===== config.mk =====
export PLATFORM = sky130hd
export DESIGN_NAME = rs232_rx_fifo
export DESIGN_NICKNAME = d
export VERILOG_FILES = /design/src/rtl/rs232_rx_fifo.sv
export SDC_FILE = /design/constraint.sdc
export NUM_CORES = 1
export LEC_CHECK = 0
export BUFFER_PORTS_ARGS = -buffer_cell sky130_fd_sc_hd__buf_2
export CELL_PAD_IN_SITES_DETAIL_PLACEMENT = 0
export CELL_PAD_IN_SITES_GLOBAL_PLACEMENT = 1
export CORE_MARGIN = 5
export CORE_UTILIZATION = 55
export CTS_CLUSTER_SIZE = 8
export DETAILED_ROUTE_END_ITERATION = 8
export GPL_TIMING_DRIVEN = 0
export PLACE_DENSITY = 0.84
export SYNTH_ARGS = -nofsm -noshare
export SYNTH_HDL_FRONTEND = slang
export SYNTH_SLANG_ARGS = --single-unit

===== constraint.sdc =====
create_clock -name clk -period 4.4 [get_ports clk]
set_clock_uncertainty 0.2 [all_clocks]
set_input_delay 0.22 -clock clk [delete_from_list [all_inputs] [get_ports clk]]
set_output_delay 0.22 -clock clk [all_outputs]
set_load 0.02 [all_outputs]

===== src/rtl/rs232_rx_fifo.sv =====
// Byte FIFO behind the RS-232 receiver: one byte is taken per rdy/done handshake, with first-word-fall-through reads.
// A byte is visible on dout/avail the cycle after capture; when full, incoming bytes are dropped and flagged in sticky ovr.
module rs232_rx_fifo #(
  parameter int AW = 4
) (
  input  logic          clk,
  input  logic          rst,
  input  logic          rx_rdy,
  input  logic [7:0]    rx_data,
  output logic          rx_done,
  input  logic          rd,
  output logic [7:0]    dout,
  output logic          avail,
  output logic          full,
  output logic [AW:0]   count,
  output logic          ovr,
  input  logic          ovr_clr
);

  localparam int DEPTH = 1 << AW;
  localparam logic [AW:0] CNT_FULL = (AW+1)'(DEPTH);

  typedef enum logic [1:0] {IDLE, ACK, WAIT} state_t;

  state_t        state;
  logic [7:0]    mem [DEPTH];
  logic [AW-1:0] wp;
  logic [AW-1:0] rp;
  logic          take;
  logic          pop;
  logic          wr;

  assign avail = (count != '0);
  assign full  = (count == CNT_FULL);
  assign pop   = rd && avail;
  assign take  = (state == IDLE) && rx_rdy;
  // A full FIFO still accepts the byte when a pop frees the head slot in the same cycle.
  assign wr    = take && (!full || pop);
  assign dout  = mem[rp];

  always_ff @(posedge clk) begin
    if (wr) mem[wp] <= rx_data;
  end

  always_ff @(posedge clk) begin
    if (rst) begin
      state   <= IDLE;
      rx_done <= 1'b0;
      wp      <= '0;
      rp      <= '0;
      count   <= '0;
      ovr     <= 1'b0;
    end else begin
      case (state)
        IDLE: begin
          if (rx_rdy) begin
            rx_done <= 1'b1;
            state   <= ACK;
          end
        end
        ACK: begin
          rx_done <= 1'b0;
          state   <= WAIT;
        end
        WAIT: begin
          // Hold off until the receiver drops rdy so the same byte is never taken twice.
          if (!rx_rdy) state <= IDLE;
        end
        default: state <= IDLE;
      endcase

      if (wr)  wp <= wp + AW'(1);
      if (pop) rp <= rp + AW'(1);

      case ({wr, pop})
        2'b10:   count <= count + (AW+1)'(1);
        2'b01:   count <= count - (AW+1)'(1);
        default: count <= count;
      endcase

      if (take && !wr)  ovr <= 1'b1;
      else if (ovr_clr) ovr <= 1'b0;
    end
  end

endmodule


==> impl_metrics.ini <==
[outcome]
outcome = finished clean

[sta]
post-route-period-util_pct = 71.6
relSlewSlack_pct = 48.3
fmax_mhz = 317
period_minus_slack_ns = 3.15
maxSlewViolCount = 0
rsz0062_at_grt = false
hold_viol = 0
setup_tns_ns = 0
worst_pin_slew_ns = 0.775
setup_viol = 0

[synthesis]
synth_area_um2 = 6060
synth-simple-area-share_pct = 6.09
synth_xor_area_share_pct = 1.01
synth_nets = 340
ys_ff_latch = 149
async_flop_share_pct = 0
syn_inst = 318
avgSynthCellArea_um2 = 19.0
muxShareOfSynthArea_pct = 15.2
yosys.cell_types.count = 43
synthAdderAreaFrac_pct = 1.98
ys_seq_area_share_pct = 70.4
yosysWarnings = 0
synth_edf_count = 128
synth_ff_type = edfxtp_1
synth_top_family_by_area = multiplexers
synth_compound_area_share_pct = 3.35

[worst_hold_path]
hold_end = ovr$_SDFFE_PP0P_
hp-class = reg2reg
holdPathStages = 2
hp-start = ovr$_SDFFE_PP0P_

[grt]
grt_pass1_wl_mm = 19.7
grt-ovfl-total = 0
antenna_found_initial = 0
grt.total_usage_pct = 20.7
grt_max_degree = 17
first_global_vias = 3344

[cts]
clkSinkCount = 149
cts_tree = built
clkTransAtPathRegs_ns = 0.07
cts_resized = 0
worstSkewPairLatency_ns = 0.53
numCtsBuffers = 17
cts_buffer_depth = 2
htreeDepth = 4
clock_tree.root_cell = clkbuf_8

[floorplan]
coreArea_um2 = 10800
die_x_um = 115
row_count = 38
ios = 30
dieArea_um2 = 13200
chipHeight_um = 115
initial_core_util_pct = 55.9

[cells_and_area]
final_cells = 531
syn2layout_area_growth_pct = 16.9
fin_nets = 400
utilization_pct = 65.3
antenna_cells = 0
layout-drive-gt1-share_pct = 29.7

[pwr]
combPwrFrac_pct = 22.0
internal_power_w = 0.00280
power.density_nw_per_um2 = 556
seqPwrFrac_pct = 42.0
sw_frac_of_total_pct = 28.9
netSwitchingPower_w = 0.00114
p_leak_nw = 2.35
ir_drop_uv = 294
clkPwrFrac_pct = 36.0

[worst_setup_path]
required_ns = 3.98
timing.rr.start = count[2]$_SDFFE_PP0P_
r2r_slack_ns = 1.53
cp-start-kind = register
crit_type = reg2out
cp-end-kind = primary output
r2r-end = count[4]$_SDFFE_PP0P_
worstPathArrival_ns = 2.73
cp_max_fo = 10
r2r_cells = 8

[routing]
drtPass1Iterations = 4
drt_iter0_markers = 266
wl_mm = 12.4
viasPerCell = 5.89
vias = 3125
wl_per_cell_um = 23.4
drc_errors = 0
ant_nets = 0

[placed_design]
portBuffers = 29
dp_hpwl_mm = 7.71
dpl.cell_count = 487
routabilityCongestion = 0.768

[flow_run]
max_cap_violations = 0
## Yosys cell counts (5+ instances only)
cell type  count  area share (%)
a21oi_1        6            0.50
and2_1        12             1.2
buf_1          5            0.31
dfxtp_1       21             6.9
edfxtp_1     128              63
ha_1           8             1.7
inv_1          8            0.50
mux4_2        40              15
nand2_1        6            0.37
nor2_1        16            0.99
nor3_1         6            0.50
## kinds of logic after synthesis
| group | count (synthesis) |
|---|---|
| flops | 149 |
| simple gates | 63 |
| xor+xnor | 7 |
| buf+inv | 23 |
| compound gates | 25 |
| mux | 42 |
| fa+ha+maj | 9 |
## cell type report
class / instances / area (um^2)
well taps: 140 / 175
clock buffers: 17 / 414
multi-input cells: 146 / 1670
flip-flops and latches: 149 / 4260
plain buffers: 14 / 85.1
repair buffers: 41 / 265
fillers: 735 / 3760
clock inverters: 15 / 166
inverters: 9 / 33.8
## worst max-delay path: stages (launching register included)
cell and delay [ns]:
dfxtp_1 0.45, buf_1 0.62, mux4_2 0.46, mux4_2 0.49, buf_2 0.18
## per-stage QoR
stage / setup WS [ns] / hold slack (ns) / instance area, um^2 / total power [W]
floorplan: 1.75 / 0.119 / 6060 / 0.00230
global placement: 1.62 / 0.270 / 6380 / 0.00251
detailed placement: 1.54 / 0.289 / 6380 / 0.00254
CTS: 1.23 / 0.306 / 7080 / 0.00396
global route: 1.15 / 0.355 / 7080 / 0.00411
finish: 1.25 / 0.312 / 7080 / 0.00393
## worst max-delay path by stage
| stage | endpoint | cells after the start | start | slack (ns) |
|---|---|---|---|---|
| global placement | count[4]$_SDFFE_PP0P_ | 8 | count[2]$_SDFFE_PP0P_ | 1.62 |
| floorplan | count[4]$_SDFFE_PP0P_ | 8 | count[2]$_SDFFE_PP0P_ | 1.75 |
| CTS | dout[7] | 4 | register | 1.23 |
| finish | dout[7] | 4 | register | 1.25 |
| detailed placement | count[4]$_SDFFE_PP0P_ | 8 | count[2]$_SDFFE_PP0P_ | 1.54 |
| global route | dout[7] | 4 | register | 1.15 |
## power by group through the flow
stage               Clock, W  Sequential, W  Combinational (W)
floorplan                  0        0.00169           0.000610
global placement           0        0.00167           0.000839
detailed placement         0        0.00168           0.000859
CTS                  0.00143        0.00165           0.000878
global route         0.00151        0.00166           0.000941
finish               0.00142        0.00165           0.000866
## layout by cell type, fill, tap and decap left out, drive strengths merged, types with 8 or more instances in the layout
cell type and count:
clkbuf 20, dfxtp 21, dlygate4sd3 12, nor2 16, buf 40, mux4 40
inv 16, ha 8, and2 12, edfxtp 128
## registers in the layout, summed over array words and instances, names as in the netlist, named ones only
signal	count
wp	4
rp	4
state	2
rx_done	1
count	5
ovr	1
mem	128
## what timing repair did
action                                 in CTS  in global routing
hold buffers                               12                  0
setup endpoints to repair                   0                  0
endpoints found under the hold margin     139                  0
buffers inserted                            0                  0
## per-layer routing
metal | wire (um) | part of all wire [%] | global-route usage (%) | vias to the layer above
met5 | 0 | 0 | 0 | -
met4 | 219 | 1.8 | 6.96 | 0
met3 | 614 | 4.9 | 6.26 | 14
met2 | 6670 | 54 | 35.5 | 98
met1 | 4930 | 40 | 25.1 | 1608
li1 | - | - | - | 1405
(Power assumes the default switching activity.)
